==> config.mk <==
export PLATFORM = sky130hd
export DESIGN_NAME = ram_arbiter_flat
export DESIGN_NICKNAME = d
export VERILOG_FILES = /design/src/rtl/ram_arbiter_if.sv /design/src/rtl/ram_arbiter.sv /design/src/flat_wrapper.sv
export SDC_FILE = /design/constraint.sdc
export NUM_CORES = 1
export LEC_CHECK = 0
export ABC_AREA = 1
export CORE_MARGIN = 2
export CORE_UTILIZATION = 49
export CTS_BUF_LIST = sky130_fd_sc_hd__clkbuf_4
export CTS_CLUSTER_DIAMETER = 200
export DETAILED_ROUTE_END_ITERATION = 16
export DONT_BUFFER_PORTS = 1
export SYNTH_ARGS = -nofsm -noshare
export SYNTH_HDL_FRONTEND = slang
export SYNTH_SLANG_ARGS = --single-unit
export TNS_END_PERCENT = 5
==> constraint.sdc <==
create_clock -name clk -period 6.8 [get_ports clk]
set_input_delay 2.04 -clock clk [delete_from_list [all_inputs] [get_ports clk]]
set_output_delay 2.04 -clock clk [all_outputs]
set_load 0.03 [all_outputs]
==> src/rtl/ram_arbiter_if.sv <==
// ---------------------------------------------------------------------------
// ram_arbiter_if
// Bundles the two requester ports (CPU and dump/debug), the RAM-side port and
// the busy flag of the RAM arbiter into one interface.
//
// Parameters:
//   ADDR_W : RAM address width
//   DATA_W : RAM data width
//
// Signals (per requester, prefix cpu_ / dbg_):
//   *_req, *_we, *_addr, *_din   : request, write enable, address, write data
//   *_gnt                        : one-cycle grant pulse
//   *_rvalid                     : one-cycle read-data-valid pulse
//   *_dout                       : registered read data
// RAM side:
//   ram_we, ram_addr, ram_din    : write enable, address, write data to RAM
//   ram_dout                     : synchronous RAM read data (1-cycle latency)
// Status:
//   busy                         : arbiter is not idle
//
// Modports:
//   slave  : the arbiter itself
//   master : the environment (requesters plus RAM)
// ---------------------------------------------------------------------------
interface ram_arbiter_if #(
  parameter int ADDR_W = 8,
  parameter int DATA_W = 16
);
  logic              cpu_req;
  logic              cpu_we;
  logic [ADDR_W-1:0] cpu_addr;
  logic [DATA_W-1:0] cpu_din;
  logic              cpu_gnt;
  logic              cpu_rvalid;
  logic [DATA_W-1:0] cpu_dout;

  logic              dbg_req;
  logic              dbg_we;
  logic [ADDR_W-1:0] dbg_addr;
  logic [DATA_W-1:0] dbg_din;
  logic              dbg_gnt;
  logic              dbg_rvalid;
  logic [DATA_W-1:0] dbg_dout;

  logic              ram_we;
  logic [ADDR_W-1:0] ram_addr;
  logic [DATA_W-1:0] ram_din;
  logic [DATA_W-1:0] ram_dout;

  logic              busy;

  modport slave (
    input  cpu_req, cpu_we, cpu_addr, cpu_din,
    output cpu_gnt, cpu_rvalid, cpu_dout,
    input  dbg_req, dbg_we, dbg_addr, dbg_din,
    output dbg_gnt, dbg_rvalid, dbg_dout,
    output ram_we, ram_addr, ram_din,
    input  ram_dout,
    output busy
  );

  modport master (
    output cpu_req, cpu_we, cpu_addr, cpu_din,
    input  cpu_gnt, cpu_rvalid, cpu_dout,
    output dbg_req, dbg_we, dbg_addr, dbg_din,
    input  dbg_gnt, dbg_rvalid, dbg_dout,
    input  ram_we, ram_addr, ram_din,
    output ram_dout,
    input  busy
  );
endinterface

==> src/rtl/ram_arbiter.sv <==
// ---------------------------------------------------------------------------
// ram_arbiter
// Shares one single-port synchronous RAM between a CPU requester and a
// dump/debug requester. Every access takes a fixed three cycles:
//   IDLE   : sample requests, pick a winner, latch its we/addr/din
//   ACCESS : drive the RAM from the latched fields, pulse the winner's gnt
//   RESP   : RAM read data is valid; for reads, register it into the
//            winner's dout and pulse its rvalid in the following cycle
//
// Ports:
//   clk    : system clock, all state changes on the rising edge
//   reset  : asynchronous, active-high reset
//   bus    : ram_arbiter_if.slave (requester, RAM and busy signals)
//
// Configuration macro:
//   RAM_ARB_ROUND_ROBIN_EN
//     defined   : on contention the requester that did not win the previous
//                 access wins (CPU wins the first contention after reset)
//     undefined : fixed priority, CPU always wins on contention
// ---------------------------------------------------------------------------
module ram_arbiter #(
  parameter int ADDR_W = 8,
  parameter int DATA_W = 16
) (
  input  logic         clk,
  input  logic         reset,
  ram_arbiter_if.slave bus
);

  typedef enum logic [1:0] {
    IDLE   = 2'd0,
    ACCESS = 2'd1,
    RESP   = 2'd2
  } state_t;

  state_t            r_state;

  // Fields of the winning request, captured in IDLE and used for the access.
  logic              r_latWe;
  logic              r_latDbg;
  logic [ADDR_W-1:0] r_latAddr;
  logic [DATA_W-1:0] r_latDin;

  logic              r_ramWe;
  logic              r_cpuGnt;
  logic              r_dbgGnt;
  logic              r_cpuRvalid;
  logic              r_dbgRvalid;
  logic [DATA_W-1:0] r_cpuDout;
  logic [DATA_W-1:0] r_dbgDout;

`ifdef RAM_ARB_ROUND_ROBIN_EN
  logic              r_lastDbg;
`endif

  logic              w_anyReq;
  logic              w_dbgWins;
  logic              w_selWe;
  logic [ADDR_W-1:0] w_selAddr;
  logic [DATA_W-1:0] w_selDin;

  // Winner selection. A lone requester always wins; only contention depends
  // on the arbitration mode.
  assign w_anyReq  = bus.cpu_req | bus.dbg_req;
`ifdef RAM_ARB_ROUND_ROBIN_EN
  assign w_dbgWins = bus.dbg_req & (~bus.cpu_req | ~r_lastDbg);
`else
  assign w_dbgWins = bus.dbg_req & ~bus.cpu_req;
`endif

  assign w_selWe   = w_dbgWins ? bus.dbg_we   : bus.cpu_we;
  assign w_selAddr = w_dbgWins ? bus.dbg_addr : bus.cpu_addr;
  assign w_selDin  = w_dbgWins ? bus.dbg_din  : bus.cpu_din;

  // Access sequencer. All outputs are registered: gnt and ram_we are set on
  // the edge that enters ACCESS so they are high for exactly the ACCESS
  // cycle, and rvalid is set on the edge leaving RESP so it is high for the
  // IDLE cycle that follows. Pulses default to 0 every cycle, so a reset
  // mid-access leaves nothing behind.
  always_ff @(posedge clk or posedge reset) begin
    if (reset) begin
      r_state     <= IDLE;
      r_latWe     <= 1'b0;
      r_latDbg    <= 1'b0;
      r_latAddr   <= '0;
      r_latDin    <= '0;
      r_ramWe     <= 1'b0;
      r_cpuGnt    <= 1'b0;
      r_dbgGnt    <= 1'b0;
      r_cpuRvalid <= 1'b0;
      r_dbgRvalid <= 1'b0;
      r_cpuDout   <= '0;
      r_dbgDout   <= '0;
`ifdef RAM_ARB_ROUND_ROBIN_EN
      r_lastDbg   <= 1'b1;
`endif
    end else begin
      r_ramWe     <= 1'b0;
      r_cpuGnt    <= 1'b0;
      r_dbgGnt    <= 1'b0;
      r_cpuRvalid <= 1'b0;
      r_dbgRvalid <= 1'b0;
      case (r_state)
        IDLE: begin
          if (w_anyReq) begin
            r_latDbg  <= w_dbgWins;
            r_latWe   <= w_selWe;
            r_latAddr <= w_selAddr;
            r_latDin  <= w_selDin;
            r_ramWe   <= w_selWe;
            r_cpuGnt  <= ~w_dbgWins;
            r_dbgGnt  <= w_dbgWins;
`ifdef RAM_ARB_ROUND_ROBIN_EN
            r_lastDbg <= w_dbgWins;
`endif
            r_state   <= ACCESS;
          end
        end
        ACCESS: begin
          r_state <= RESP;
        end
        RESP: begin
          // RAM read data for the address driven in ACCESS is valid now.
          if (!r_latWe) begin
            if (r_latDbg) begin
              r_dbgDout   <= bus.ram_dout;
              r_dbgRvalid <= 1'b1;
            end else begin
              r_cpuDout   <= bus.ram_dout;
              r_cpuRvalid <= 1'b1;
            end
          end
          r_state <= IDLE;
        end
        default: begin
          r_state <= IDLE;
        end
      endcase
    end
  end

  // ram_addr/ram_din follow the latched fields, which only change on entry
  // to ACCESS, so they hold their last driven value in the other states.
  assign bus.ram_we     = r_ramWe;
  assign bus.ram_addr   = r_latAddr;
  assign bus.ram_din    = r_latDin;
  assign bus.cpu_gnt    = r_cpuGnt;
  assign bus.dbg_gnt    = r_dbgGnt;
  assign bus.cpu_rvalid = r_cpuRvalid;
  assign bus.dbg_rvalid = r_dbgRvalid;
  assign bus.cpu_dout   = r_cpuDout;
  assign bus.dbg_dout   = r_dbgDout;
  assign bus.busy       = (r_state != IDLE);

endmodule

==> src/flat_wrapper.sv <==
// flat-port wrapper written by rule: the top's interface ports become plain ports
module ram_arbiter_flat 
#(
  parameter int ADDR_W = 8,
  parameter int DATA_W = 16
)
  (clk, reset, bus_cpu_req, bus_cpu_we, bus_cpu_addr, bus_cpu_din, bus_cpu_gnt, bus_cpu_rvalid, bus_cpu_dout, bus_dbg_req, bus_dbg_we, bus_dbg_addr, bus_dbg_din, bus_dbg_gnt, bus_dbg_rvalid, bus_dbg_dout, bus_ram_we, bus_ram_addr, bus_ram_din, bus_ram_dout, bus_busy);
  ram_arbiter_if #(.ADDR_W(ADDR_W), .DATA_W(DATA_W)) bus_i ();
  input  logic clk;
  input  logic reset;
  input wire logic [$bits(bus_i.cpu_req)-1:0] bus_cpu_req;
  input wire logic [$bits(bus_i.cpu_we)-1:0] bus_cpu_we;
  input wire logic [$bits(bus_i.cpu_addr)-1:0] bus_cpu_addr;
  input wire logic [$bits(bus_i.cpu_din)-1:0] bus_cpu_din;
  output wire logic [$bits(bus_i.cpu_gnt)-1:0] bus_cpu_gnt;
  output wire logic [$bits(bus_i.cpu_rvalid)-1:0] bus_cpu_rvalid;
  output wire logic [$bits(bus_i.cpu_dout)-1:0] bus_cpu_dout;
  input wire logic [$bits(bus_i.dbg_req)-1:0] bus_dbg_req;
  input wire logic [$bits(bus_i.dbg_we)-1:0] bus_dbg_we;
  input wire logic [$bits(bus_i.dbg_addr)-1:0] bus_dbg_addr;
  input wire logic [$bits(bus_i.dbg_din)-1:0] bus_dbg_din;
  output wire logic [$bits(bus_i.dbg_gnt)-1:0] bus_dbg_gnt;
  output wire logic [$bits(bus_i.dbg_rvalid)-1:0] bus_dbg_rvalid;
  output wire logic [$bits(bus_i.dbg_dout)-1:0] bus_dbg_dout;
  output wire logic [$bits(bus_i.ram_we)-1:0] bus_ram_we;
  output wire logic [$bits(bus_i.ram_addr)-1:0] bus_ram_addr;
  output wire logic [$bits(bus_i.ram_din)-1:0] bus_ram_din;
  input wire logic [$bits(bus_i.ram_dout)-1:0] bus_ram_dout;
  output wire logic [$bits(bus_i.busy)-1:0] bus_busy;
  assign bus_i.cpu_req = bus_cpu_req;
  assign bus_i.cpu_we = bus_cpu_we;
  assign bus_i.cpu_addr = bus_cpu_addr;
  assign bus_i.cpu_din = bus_cpu_din;
  assign bus_cpu_gnt = bus_i.cpu_gnt;
  assign bus_cpu_rvalid = bus_i.cpu_rvalid;
  assign bus_cpu_dout = bus_i.cpu_dout;
  assign bus_i.dbg_req = bus_dbg_req;
  assign bus_i.dbg_we = bus_dbg_we;
  assign bus_i.dbg_addr = bus_dbg_addr;
  assign bus_i.dbg_din = bus_dbg_din;
  assign bus_dbg_gnt = bus_i.dbg_gnt;
  assign bus_dbg_rvalid = bus_i.dbg_rvalid;
  assign bus_dbg_dout = bus_i.dbg_dout;
  assign bus_ram_we = bus_i.ram_we;
  assign bus_ram_addr = bus_i.ram_addr;
  assign bus_ram_din = bus_i.ram_din;
  assign bus_i.ram_dout = bus_ram_dout;
  assign bus_busy = bus_i.busy;
  ram_arbiter #(.ADDR_W(ADDR_W), .DATA_W(DATA_W)) u_core (.clk(clk), .reset(reset), .bus(bus_i));
endmodule
==> impl_metrics.yaml, run 1 <==
sta:
  fin_crit_sh: 0.483
  rsz0062_at_grt: "false"
  setup_viol: 0
  post-route-min-period_ns: 3.28
  clock_skew_ns: 0.00731
  maxSlewHeadroom: 0.326
  finalMaxSlewViolations: 0
  timing.fmax_mhz: 305
  hold_viol_final: 0
  fin_ws_ns: 3.52
  tightest_slew_ns: 1.01
  fin_tns_setup_ns: 0
floorplanning:
  die_height_microns: 80.1
  die_area_sq_mm: 0.00641
  die_w_microns: 80.1
  num_io_pins: 132
  initial_core_util: 0.512
  coreArea_sq_mm: 0.00554
  rows: 27
layout:
  final_layout_size_suffix_gt1_frac: 0.0710
  nFillCells: 530
  multi_input_area_sq_mm: 0.00108
  final-seq-area_sq_mm: 0.00163
  nets: 417
  n_antenna_cell: 0
  fin_cells: 424
  syn_to_final_growth_pct: 4.46
worst_setup_path:
  critPathArrivalTime_ns: 1.24
  path_max_fanout: 4
  slowest_delay_ns: 0.47
  crit_path_start_kind: "register"
  slowest_stage: "dfrtp_1"
  setup.worst_path.class: "register to output pin"
  cp_top_family: "flip-flops"
  crit_chain: "nor2_2, inv_2"
  worst-path-buf-inv: 1
  cp-end-kind: "output pin"
  cp.required_ns: 4.76
power:
  power_switching_uw: 850
  pwr-share-seq: 0.634
  power.leakage_nw: 1.67
  sw_frac_of_total: 0.520
  power.density_mw_per_mm2: 551
  clock_power_share: 0.150
  power.internal_uw: 784
  p_comb_frac: 0.216
  power_mw: 1.63
  peakVddDrop_uv: 269
clock_tree:
  cts.clk_slew.worst_paths_ns: 0.10
  cts_setup_buffers: 0
  ctsLongestPathBuffers: 2
  clk-insertion-delay-late_ns: 0.40
  numCtsBuffers: 9
  htreeDepth: 3
  cts_tree: "done"
  postCtsHoldBufs: 0
  cts_sinks: 65
  clockRootBuffer: "clkbuf_4"
  cts_resized: 0
global_routing:
  grt_pass1_wl_mm: 10.2
  antenna_found_initial: 0
  grt_max_degree: 66
  globalRoute.totalOverflow: 0
  grt_use_total: 0.210
  grt_pass1_vias: 2152
logic_synthesis:
  yosysTopAreaCell: "dfrtp_1"
  synthArstFlopShare: 1.00
  synthFlopType: "dfrtp_1"
  synth-edff-count: 0
  syn_nets: 421
  synth_fa_ha_area_frac: 0
  yosys_register_bits: 65
  postSynthAreaPerCell_sq_um: 8.08
  synth.most_common_cell: "nand2_1"
  synth-compound-area-share: 0.00485
  synth_common_cells: "205 x nand2_1, 65 x dfrtp_1, 41 x nand3_1"
  yosysUniqueCellTypes: 19
  post-synth-top-area-fraction: 0.573
  muxShareOfSynthArea: 0
  synth_top_family_by_area: "simple AND/OR/NAND/NOR gates"
  synth.area.top_cells: "dfrtp_1 57%, nand2_1 27%, nand3_1 7.2%"
  synth-simple-area-share: 0.375
  netlist_instances: 351
  synth_xor_area_frac: 0
  yosys_warnings: 0
  synthesis.area_sq_mm: 0.00284
  yosysSeqAreaShare: 0.573
drt:
  drt_iter0_drc: 65
  drc: 0
  drt_first_pass_iters: 4
  postRouteWirelength_mm: 6.47
  wire_per_inst_microns: 15.3
  antenna_left: 0
  dr_total_vias: 2132
  vias_per_cell: 5.03
place:
  pre_cts_ws_ns: 3.59
  hpwl_mm: 4.21
  placed_cells: 408
  place_congestion: 0.848
  io_buffer_count: 0
run_status:
  run_status: "complete, no violations"
flow_run:
  drv.max_cap_violation_count: 0
min_path:
  hold_path_class: "register to register"
[cell type report]
type,instances,share of cell area
flip-flops and latches,65,0.549
repair buffers,1,0.00253
clock inverters,6,0.0165
multi-input cells,261,0.364
clock buffers,10,0.0253
inverters,9,0.0122
well taps,72,0.0304
[kinds of logic after synthesis]
logic type	Yosys count
AND/OR/NAND/NOR	259
flip-flops	65
buffers and inverters	25
AO/OA/AOI/OAI	2
[through the flow]
stage          area [sq um]   util  hold WS (ns)
6_report               2960  0.535         0.499
5_1_grt                2960  0.535         0.537
4_1_cts                2960  0.535         0.504
3_5_place_dp           2840  0.512         0.488
3_3_place_gp           2840  0.512         0.471
2_1_floorplan          2840      -         0.459
[routing by layer]
metal | vias up | share of wire | track usage
met4 | 0 | 0.021 | 0.107
li1 | 1077 | - | -
met2 | 96 | 0.47 | 0.335
met5 | - | 0 | 0
met3 | 11 | 0.094 | 0.0697
met1 | 948 | 0.41 | 0.254
[path summary, 6_finish.rpt]
| check | start | end | slack, ns | depth (start not counted) |
|---|---|---|---|---|
| setup / recovery | u_core.r_state[0] | bus_busy | 3.52 | 2 |
| hold / removal | u_core.r_state[1] | u_core.r_state[1] | 0.50 | 1 |
| setup reg to reg | u_core.r_latWe | u_core.bus.dbg_dout[8] | 5.07 | 4 |
| hold reg to reg | u_core.r_state[1] | u_core.r_state[1] | 0.50 | 1 |
| max in group asynchronous | reset | u_core.bus.cpu_dout[2] | 4.52 | 2 |
| min in group asynchronous | reset | u_core.bus.ram_din[7] | 1.75 | 2 |
[power by group through the flow]
stage          Sequential (mW)  Combinational (mW)  Clock (mW)
2_1_floorplan             1.01               0.315           0
3_3_place_gp              1.04               0.349           0
3_5_place_dp              1.05               0.362           0
4_1_cts                   1.04               0.361       0.251
5_1_grt                   1.06               0.422       0.265
6_report                  1.04               0.353       0.245
[sequential cells by signal, summed over array words and instances, names as in the netlist, 2 cells and up]
register,cells
u_core.bus.ram_din,16
u_core.r_state,2
u_core.bus.ram_addr,8
u_core.bus.cpu_dout,16
u_core.bus.dbg_dout,16
[placed cells by master (no fill, tap or decap), drive strengths merged]
master  netlist  routed
o21ai         1       1
inv           9       9
nand3        41      41
dfrtp        65      65
nor2         10      10
nand2       208     208
clkbuf        1      10
a21oi         1       1
clkinv        0       5
bufinv        0       1
buf          15       1
(Power assumes the default switching activity.)
==> inputs of run 2 (changes only) <==
--- a/config.mk
+++ b/config.mk
@@ -12,6 +12,7 @@
 export CTS_CLUSTER_DIAMETER = 200
 export DETAILED_ROUTE_END_ITERATION = 16
 export DONT_BUFFER_PORTS = 1
+export PLACE_DENSITY = 0.66
 export SYNTH_ARGS = -nofsm -noshare
 export SYNTH_HDL_FRONTEND = slang
 export SYNTH_SLANG_ARGS = --single-unit
==> constraint.sdc (replaced) <==
create_clock -name clk -period 3 [get_ports clk]
set_input_delay 0.9 -clock clk [delete_from_list [all_inputs] [get_ports clk]]
set_output_delay 0.9 -clock clk [all_outputs]
set_load 0.03 [all_outputs]
==> impl_metrics.yaml, run 2 (synthesis gave the netlist of run 1 again) <==
place:
  place_congestion: 0.792
  hpwl_mm: 4.19
  dpl_cell_area_sq_mm: 0.00287
  io_buffer_count: 0
  pre_cts_ws_ns: 1.27
drt:
  drt_first_pass_iters: 5
  wire_per_inst_microns: 14.4
  dr_total_vias: 2212
  drc: 0
  antenna_left: 0
  drt_iter0_drc: 92
  postRouteWirelength_mm: 6.16
  vias_per_cell: 5.18
power:
  power_mw: 3.72
  power.leakage_nw: 1.70
  peakVddDrop_uv: 513
  power.density_mw_per_mm2: 1240
worst_setup_path:
  cp_top_family: "flip-flops"
  reg2regPathDepth: 5
  slowest_delay_ns: 0.47
  cp-end-kind: "output pin"
  crit_path_start_kind: "register"
  r2r-end: "u_core.r_latWe"
  crit_chain: "nor2_2, inv_2"
  path_max_fanout: 4
  slowest_stage: "dfrtp_1"
  critPathArrivalTime_ns: 1.17
  crit-reg2reg-launch: "u_core.r_state[0]"
  setup.worst_path.class: "register to output pin"
  r2r_slack_ns: 1.45
  worst-path-buf-inv: 1
  cp.required_ns: 2.10
clock_tree:
  cts_sinks: 65
  ctsLongestPathBuffers: 2
  cts_setup_buffers: 0
  htreeDepth: 3
  cts_resized: 0
  clk-insertion-delay-late_ns: 0.38
  cts.clk_slew.worst_paths_ns: 0.09
  postCtsHoldBufs: 0
  cts_tree: "done"
  numCtsBuffers: 9
  clockRootBuffer: "clkbuf_4"
layout:
  syn_to_final_growth_pct: 5.87
  n_antenna_cell: 0
  postLayoutCellArea_sq_mm: 0.00300
  nets: 420
  final_layout_size_suffix_gt1_frac: 0.0845
  final_common_cell: "nand2_1"
  nFillCells: 555
  final-seq-area_sq_mm: 0.00163
  layout_common_cells: "205 x nand2_1, 65 x dfrtp_1, 41 x nand3_1, 11 x clkbuf_4, 6 x nor2_1"
  multi_input_area_sq_mm: 0.00108
global_routing:
  grt_use_total: 0.204
  use_met3: 0.0685
  grt_pass1_wl_mm: 10.3
  globalRoute.totalOverflow: 0
  antenna_found_initial: 0
  grt_pass1_vias: 2229
  busiest_layer: "met2"
  use_met2: 0.357
  grtUsageMet1: 0.228
  grt_max_degree: 36
sta:
  rsz0062_at_grt: "false"
  fin_ws_ns: 0.926
  setup_viol: 0
  holdWs_ns: 0.492
  tightest_slew_ns: 0.662
  fin_tns_setup_ns: 0
  post-route-min-period_ns: 2.07
  clock_skew_ns: 0.00931
  timing.fmax_mhz: 482
  finalMaxSlewViolations: 0
  hold_viol_final: 0
  fin_crit_sh: 0.691
  maxSlewHeadroom: 0.558
floorplanning:
  rows: 27
  die_area_sq_mm: 0.00641
  num_io_pins: 132
  coreArea_sq_mm: 0.00554
  initial_core_util: 0.512
  die_w_microns: 80.1
  die_height_microns: 80.1
flow_run:
  drv.max_cap_violation_count: 0
run_status:
  run_status: "complete, no violations"
min_path:
  hold_path_class: "input port to asynchronous set/reset pin"
==> run 2: cell types whose count changed in the layout (fill, tap and decap cells not counted), sizes merged <==
| cell | delta |
|---|---|
| buf | +3 |
| clkbuf | +1 |
| clkinv | -1 |
==> run 2: worst max path at each step <==
| stage | start | to | slack [ns] | depth (start not counted) |
|---|---|---|---|---|
| 2_1_floorplan | reset | u_core.bus.cpu_dout[0] | 0.47 | 1 |
| 3_3_place_gp | bus_dbg_req | u_core.r_latWe | 1.29 | 4 |
| 3_5_place_dp | bus_dbg_req | u_core.r_latWe | 1.27 | 4 |
| 4_1_cts | u_core.r_state[0] | bus_busy | 0.91 | 2 |
| 5_1_grt | u_core.r_state[0] | bus_busy | 0.85 | 2 |
| 6_report | u_core.r_state[0] | bus_busy | 0.93 | 2 |
==> run 2: area by class of cell <==
class                   instances  share of cell area
flip-flops and latches         65               0.542
multi-input cells             261               0.359
well taps                      72              0.0300
clock buffers                  11              0.0275
clock inverters                 5              0.0154
repair buffers                  4              0.0142
inverters                       9              0.0121
==> run 2: layer usage <==
layer | up-vias | routed length (microns)
li1 | 1083 | -
met1 | 1025 | 2480
met2 | 95 | 3020
met3 | 9 | 572
met4 | 0 | 89
met5 | - | 0
==> run 2: stage by stage <==
step | util | std cells
6_report | 0.542 | 427
5_1_grt | 0.542 | 427
4_1_cts | 0.542 | 427
3_5_place_dp | 0.519 | 411
3_3_place_gp | 0.519 | 411
2_1_floorplan | - | 351
==> run 2: power breakdown <==
| group | leakage, nW | total, mW | internal (mW) | switching [mW] |
|---|---|---|---|---|
| clock | 0.0734 | 0.550 | 0.264 | 0.285 |
| combinational | 0.819 | 0.813 | 0.268 | 0.545 |
| sequential | 0.807 | 2.35 | 1.28 | 1.08 |
| total | 1.70 | 3.72 | 1.81 | 1.91 |
